--- src/rtl/poly_clip_sched.sv ---
// Sequences one shared single-edge clip unit through TOP/BOTTOM/LEFT/RIGHT polygon clipping.
// Latency: load + 4 passes of (n edges x clip latency + 1) + drain; next edge issues the cycle after a result.
// Backpressure: in_ready low while busy; edge and output beats hold stable until their ready is seen.
module poly_clip_sched #(
  parameter int COORD_W   = 16,
  parameter int MAX_VERTS = 8,
  parameter int CNT_W     = 4
) (
  input  logic                 clk,
  input  logic                 n_rst,
  input  logic                 in_valid,
  output logic                 in_ready,
  input  logic [2*COORD_W-1:0] in_vert,
  input  logic                 in_last,
  output logic                 edge_valid,
  input  logic                 edge_ready,
  output logic [2*COORD_W-1:0] edge_s,
  output logic [2*COORD_W-1:0] edge_p,
  output logic [1:0]           edge_side,
  input  logic                 res_valid,
  input  logic [1:0]           res_nvert,
  input  logic [2*COORD_W-1:0] res_v0,
  input  logic [2*COORD_W-1:0] res_v1,
  output logic                 out_valid,
  input  logic                 out_ready,
  output logic [2*COORD_W-1:0] out_vert,
  output logic                 out_last,
  output logic                 out_null,
  output logic                 out_ovf
);

  localparam int VW    = 2 * COORD_W;
  localparam int IDX_W = (MAX_VERTS > 1) ? $clog2(MAX_VERTS) : 1;
  localparam logic [CNT_W-1:0] MAXV = CNT_W'(MAX_VERTS);
  localparam logic [CNT_W-1:0] MINV = CNT_W'(3);

  typedef enum logic [2:0] {S_IDLE, S_LOAD, S_ISSUE, S_WAIT, S_NEXT, S_DRAIN} state_t;

  state_t            state_q;
  logic              bank_q;      // bank holding the source polygon of the current pass
  logic [1:0]        side_q;
  logic [CNT_W-1:0]  n_q;         // source vertex count (load count while loading)
  logic [CNT_W-1:0]  dcnt_q;      // destination vertex count for the current pass
  logic [CNT_W-1:0]  e_q;         // current edge index
  logic [CNT_W-1:0]  rd_q;        // drain read index
  logic              ovf_q;
  logic              in_ready_q;
  logic              edge_valid_q;
  logic [VW-1:0]     edge_s_q, edge_p_q;
  logic              out_valid_q, out_last_q, out_null_q, out_ovf_q;
  logic [VW-1:0]     out_vert_q;
  logic [VW-1:0]     mem_q [2][MAX_VERTS];

  logic              ld_hs, ld_keep, res_hs, keep0, keep1, res_drop, src_last, nb, drain_last_d;
  logic [CNT_W-1:0]  ld_n_d, res_cnt_d, nxt_e_d, nxt_p_d, drain_nxt_d;
  logic              wr0_en_d, wr0_bank_d, wr1_en_d;
  logic [IDX_W-1:0]  wr0_idx_d, wr1_idx_d;
  logic [VW-1:0]     wr0_dat_d;

  assign in_ready   = in_ready_q;
  assign edge_valid = edge_valid_q;
  assign edge_s     = edge_s_q;
  assign edge_p     = edge_p_q;
  assign edge_side  = side_q;
  assign out_valid  = out_valid_q;
  assign out_vert   = out_vert_q;
  assign out_last   = out_last_q;
  assign out_null   = out_null_q;
  assign out_ovf    = out_ovf_q;

  // Derived counts: load accept, how many clip results fit, next edge and drain indices.
  always_comb begin
    ld_hs        = in_valid & in_ready_q;
    ld_keep      = n_q < MAXV;
    ld_n_d       = n_q + CNT_W'(ld_keep);
    res_hs       = res_valid & (state_q == S_WAIT);
    keep0        = (res_nvert != 2'd0) && (dcnt_q < MAXV);
    keep1        = (res_nvert == 2'd2) && ((dcnt_q + CNT_W'(1)) < MAXV);
    res_drop     = ((res_nvert != 2'd0) && !keep0) || ((res_nvert == 2'd2) && !keep1);
    res_cnt_d    = dcnt_q + CNT_W'(keep0) + CNT_W'(keep1);
    src_last     = (e_q == (n_q - CNT_W'(1)));
    nxt_e_d      = e_q + CNT_W'(1);
    nxt_p_d      = ((e_q + CNT_W'(2)) == n_q) ? '0 : (e_q + CNT_W'(2));
    nb           = ~bank_q;
    drain_nxt_d  = rd_q + CNT_W'(1);
    drain_last_d = ((rd_q + CNT_W'(2)) == n_q);
  end

  // Vertex buffer write ports: port 0 takes loads or the first result, port 1 the second result.
  always_comb begin
    wr0_en_d   = 1'b0;
    wr0_bank_d = 1'b0;
    wr0_idx_d  = '0;
    wr0_dat_d  = '0;
    if (ld_hs && ld_keep) begin
      wr0_en_d  = 1'b1;
      wr0_idx_d = IDX_W'(n_q);
      wr0_dat_d = in_vert;
    end else if (res_hs && keep0) begin
      wr0_en_d   = 1'b1;
      wr0_bank_d = nb;
      wr0_idx_d  = IDX_W'(dcnt_q);
      wr0_dat_d  = res_v0;
    end
    wr1_en_d  = res_hs && keep1;
    wr1_idx_d = IDX_W'(dcnt_q + CNT_W'(1));
  end

  // Ping-pong vertex storage; contents are only read after being written, so no reset.
  always_ff @(posedge clk) begin
    if (wr0_en_d) mem_q[wr0_bank_d][wr0_idx_d] <= wr0_dat_d;
    if (wr1_en_d) mem_q[nb][wr1_idx_d] <= res_v1;
  end

  // Sequencer: load, per-side edge issue/collect, bank swap, drain; all outputs registered.
  always_ff @(posedge clk or negedge n_rst) begin
    if (!n_rst) begin
      state_q      <= S_IDLE;
      bank_q       <= 1'b0;
      side_q       <= 2'd0;
      n_q          <= '0;
      dcnt_q       <= '0;
      e_q          <= '0;
      rd_q         <= '0;
      ovf_q        <= 1'b0;
      in_ready_q   <= 1'b1;
      edge_valid_q <= 1'b0;
      edge_s_q     <= '0;
      edge_p_q     <= '0;
      out_valid_q  <= 1'b0;
      out_vert_q   <= '0;
      out_last_q   <= 1'b0;
      out_null_q   <= 1'b0;
      out_ovf_q    <= 1'b0;
    end else begin
      case (state_q)
        S_IDLE, S_LOAD: begin
          if (ld_hs) begin
            n_q <= ld_n_d;
            if (!ld_keep) ovf_q <= 1'b1;
            if (in_last) begin
              in_ready_q <= 1'b0;
              e_q        <= '0;
              side_q     <= 2'd0;
              if (ld_n_d < MINV) begin
                state_q     <= S_DRAIN;
                out_valid_q <= 1'b1;
                out_vert_q  <= '0;
                out_last_q  <= 1'b1;
                out_null_q  <= 1'b1;
                out_ovf_q   <= ovf_q;
              end else begin
                state_q      <= S_ISSUE;
                edge_valid_q <= 1'b1;
                edge_s_q     <= mem_q[1'b0][IDX_W'(0)];
                edge_p_q     <= mem_q[1'b0][IDX_W'(1)];
              end
            end else begin
              state_q <= S_LOAD;
            end
          end
        end
        S_ISSUE: begin
          if (edge_ready) begin
            edge_valid_q <= 1'b0;
            state_q      <= S_WAIT;
          end
        end
        S_WAIT: begin
          if (res_valid) begin
            dcnt_q <= res_cnt_d;
            if (res_drop) ovf_q <= 1'b1;
            if (src_last) begin
              state_q <= S_NEXT;
            end else begin
              e_q          <= nxt_e_d;
              state_q      <= S_ISSUE;
              edge_valid_q <= 1'b1;
              edge_s_q     <= mem_q[bank_q][IDX_W'(nxt_e_d)];
              edge_p_q     <= mem_q[bank_q][IDX_W'(nxt_p_d)];
            end
          end
        end
        S_NEXT: begin
          bank_q <= nb;
          n_q    <= dcnt_q;
          dcnt_q <= '0;
          e_q    <= '0;
          if (dcnt_q < MINV) begin
            state_q     <= S_DRAIN;
            out_valid_q <= 1'b1;
            out_vert_q  <= '0;
            out_last_q  <= 1'b1;
            out_null_q  <= 1'b1;
            out_ovf_q   <= ovf_q;
          end else if (side_q == 2'd3) begin
            state_q     <= S_DRAIN;
            rd_q        <= '0;
            out_valid_q <= 1'b1;
            out_vert_q  <= mem_q[nb][IDX_W'(0)];
            out_last_q  <= 1'b0;
            out_ovf_q   <= 1'b0;
          end else begin
            side_q       <= side_q + 2'd1;
            state_q      <= S_ISSUE;
            edge_valid_q <= 1'b1;
            edge_s_q     <= mem_q[nb][IDX_W'(0)];
            edge_p_q     <= mem_q[nb][IDX_W'(1)];
          end
        end
        S_DRAIN: begin
          if (out_ready) begin
            if (out_last_q) begin
              state_q     <= S_IDLE;
              in_ready_q  <= 1'b1;
              out_valid_q <= 1'b0;
              out_vert_q  <= '0;
              out_last_q  <= 1'b0;
              out_null_q  <= 1'b0;
              out_ovf_q   <= 1'b0;
              n_q         <= '0;
              dcnt_q      <= '0;
              e_q         <= '0;
              rd_q        <= '0;
              ovf_q       <= 1'b0;
              bank_q      <= 1'b0;
              side_q      <= 2'd0;
            end else begin
              rd_q       <= drain_nxt_d;
              out_vert_q <= mem_q[bank_q][IDX_W'(drain_nxt_d)];
              out_last_q <= drain_last_d;
              out_ovf_q  <= drain_last_d & ovf_q;
            end
          end
        end
        default: state_q <= S_IDLE;
      endcase
    end
  end

endmodule

--- config.mk ---
export PLATFORM = sky130hd
export DESIGN_NAME = poly_clip_sched
export DESIGN_NICKNAME = d
export VERILOG_FILES = /design/src/rtl/poly_clip_sched.sv
export SDC_FILE = /design/constraint.sdc
export NUM_CORES = 2
export LEC_CHECK = 0
export CELL_PAD_IN_SITES_DETAIL_PLACEMENT = 1
export CELL_PAD_IN_SITES_GLOBAL_PLACEMENT = 1
export CORE_MARGIN = 8
export CORE_UTILIZATION = 30
export DETAILED_ROUTE_END_ITERATION = 6
export PLACE_DENSITY = 0.64
export SYNTH_ARGS = -nofsm -noshare
export SYNTH_HDL_FRONTEND = slang
export SYNTH_SLANG_ARGS = --single-unit
export TNS_END_PERCENT = 50
--- constraint.sdc ---
create_clock -name clk -period 8.11 [get_ports clk]
set_input_delay 2.0275 -clock clk [delete_from_list [all_inputs] [get_ports clk]]
set_output_delay 2.0275 -clock clk [all_outputs]
set_load 0.005 [all_outputs]
==> run metrics <==
status complete, no violations; TritonCTS clock tree yes; Syn Std Cell Area 0.0407 mm2; post-cts sizing count 0; Initial Util a little under a third; Filler Cells Inserted about 14000; number of enable flip-flop cells after synthesis around 500; synthesized net count 3285; relative slew slack between 20 and 25%; most used cell, CP buf_4; startpoint types primary input; most common cell after layout, fill and taps aside mux2_2; Slew @ Worst Pin 1.17 ns; Routed WL approximately 170 mm; number of global-route vias before repair ~31000; RSZ-0062 raised after global routing false; register area share after synthesis a little under half; CTS Buffer Depth 3; GRT Overall Usage about 22%; endpoints failing setup 0; I/O pin cnt around 210; Final Hold Fails 0; worst skew pair latency around 0.70 ns; Top FF cell, synth edfxtp_1; Final Cycle Share between 70% and 80%; vias slightly above 30000; fin util roughly a third; CP peak stage delay ~0.73 ns; Detailed Place HPWL around 110 mm; share of layout cells above drive strength 1 about a third; Num CTS Buffers between 70 and 80; ys async rst share 19.6%; CP arrival around 6 ns; Synth cell types between 80 and 90; global route total overflow 0; max-cap viol count 0; crit path kind primary input to flop; worst path cell trace clkdlybuf4s50_1, and4b_1, o2111ai_1, nor2_1, and4_2, buf_4, a21oi_1, nor2_4, buf_4; Die X between 300 and 400 um; clk sink count between 600 and 700; synthesis-stage register bit count between 600 and 700; first-pass GRT wire length about 240 mm; PwrDens 277 mW/mm2; detailed-route DRC error count 0; placed standard-cell area ~0.045 mm2; initial DRC count between 3000 and 4000; detailed-router iteration count before antenna repair 6; initial antenna violation count 20; most frequent cells in the layout mux2_2 (561), edfxtp_1 (512), nand2_1 (262); CP max FO 33; via density per instance approximately 6; post-route cell area 0.0471 mm2; Hold Path Class flop to flop; fin. max-slew vios 0; overall power around 13000 uW; Slowest-stage cell, CP nor2_4; Final ANT Viol Nets 0; nets 3322; Yosys warnings 0; Clock Tree Root clkbuf_16; crit path capture type flop; FP Rows about 140; Die Height roughly 380 um; Buffers on Ports ~210; largest net degree at the start of global routing 124; Gate Count Post-Synth 3169; FMAX ~180 MHz; min Tclk post-route 5.68 ns; synthesized area per cell 12.8 um2; Layout area overhead 15.8%; clk slew on worst S/H paths approximately 0.06 ns; total core area 0.135 mm2; post-CTS setup buffer count 0; Wirelength per Cell 33.4 um; worst-case vdd ir drop ~0.00032 V; total negative setup slack 0 ns; Max Clock Skew around 0.04 ns; gpl congestion between 0.8 and 0.9; Leak approximately 0.017 uW; Post-CTS Hold Buffers 0; die area roughly 0.15 mm2; WP data required between 8 and 9 ns; H-Tree Level Count 3
## stage by stage
step           hold slack (ns)  cells  setup slack [ns]
4_1_cts                  0.486   5049              2.54
5_1_grt                  0.512   5050              2.30
3_5_place_dp             0.473   4910              1.85
6_report                 0.477   5056              2.43
3_3_place_gp             0.467   4910              1.89
2_1_floorplan            0.462   3169              1.89
## kinds of logic (layout without fill, tap and decap cells)
logic type      Yosys count  in the layout  share of synthesized area, %
mux                    1019           1019                          34.6
flops                   637            637                          45.5
simple gates            567            567                          5.98
compound gates          560            560                          9.28
buf+inv                 357            456                          3.78
xor+xnor                 18             18                         0.461
fa+ha+maj                11             11                         0.357
other cells               0              7                             0
## synth_stat cells, drive strengths merged (8+ instances only)
library cell / n / area [um2]
a211oi: 23 / 178
a21oi: 111 / 556
a221oi: 19 / 166
a222oi: 16 / 160
a22o: 35 / 307
a22oi: 35 / 263
a31oi: 55 / 344
and2: 13 / 81.3
buf: 159 / 795
clkbuf: 167 / 627
dfrtp: 124 / 3100
edfxtp: 512 / 15400
ha: 10 / 125
inv: 28 / 105
mux2: 561 / 6320
mux2i: 203 / 2030
mux4: 255 / 5740
nand2: 271 / 1020
nand2b: 8 / 50.1
nand3: 22 / 130
nor2: 177 / 664
nor3: 35 / 190
o211ai: 27 / 203
o21ai: 99 / 495
o22a: 10 / 87.6
o22ai: 59 / 369
xnor2: 9 / 78.8
## worst max-delay path: cells and delay by family
| kind | cells | cell delay (ns) |
|---|---|---|
| compound gates | 2 | 0.51 |
| simple gates | 4 | 1.77 |
| buf+inv | 3 | 1.66 |
## metal layers
layer / GRT usage [%] / vias to the layer above / wire length (um)
met5: 0 / - / 70
met4: 8.69 / 12 / 6910
met3: 5.64 / 343 / 16000
met2: 34.7 / 1510 / 76300
met1: 29.3 / 16102 / 69400
li1: - / 12578 / -
## where the power goes
group          switching [uW]  internal (uW)  total [uW]
Sequential                306           3870        4180
Clock                    1490           2030        3520
Combinational            3210           2130        5350
Total                    5010           8040       13000
## cell type report
type	instances	area [um2]	area share (%)
flip-flops and latches	637	18500	39.3
clock inverters	33	379	0.805
multi-input cells	2175	21000	44.5
clock buffers	106	2100	4.45
diodes	7	17.5	0.0372
well taps	1781	2230	4.73
repair buffers	286	2760	5.85
inverters	31	116	0.247
## sequential cells by signal, summed over array words and instances, names as in the netlist
name / flops
ovf_q: 1
rd_q: 4
out_last: 1
n_q: 4
mem_q: 512
in_ready: 1
edge_side: 2
out_valid: 1
edge_valid: 1
out_ovf: 1
out_vert: 32
edge_p: 32
state_q: 3
out_null: 1
bank_q: 1
dcnt_q: 4
edge_s: 32
e_q: 4
## path summary, 6_finish.rpt
| kind | from | end | slack (ns) | cells after the start |
|---|---|---|---|---|
| hold / removal | out_vert[29] | out_vert[29] | 0.48 | 2 |
| min in group asynchronous | n_rst | out_vert[22] | 1.38 | 1 |
| setup / recovery | res_valid | mem_q[0][26] | 2.43 | 9 |
| hold reg to reg | out_vert[29] | out_vert[29] | 0.48 | 2 |
| max in group asynchronous | n_rst | edge_s[9] | 5.16 | 2 |
| setup reg to reg | state_q[1] | mem_q[0][26] | 3.49 | 8 |
(Power assumes the default switching activity.)
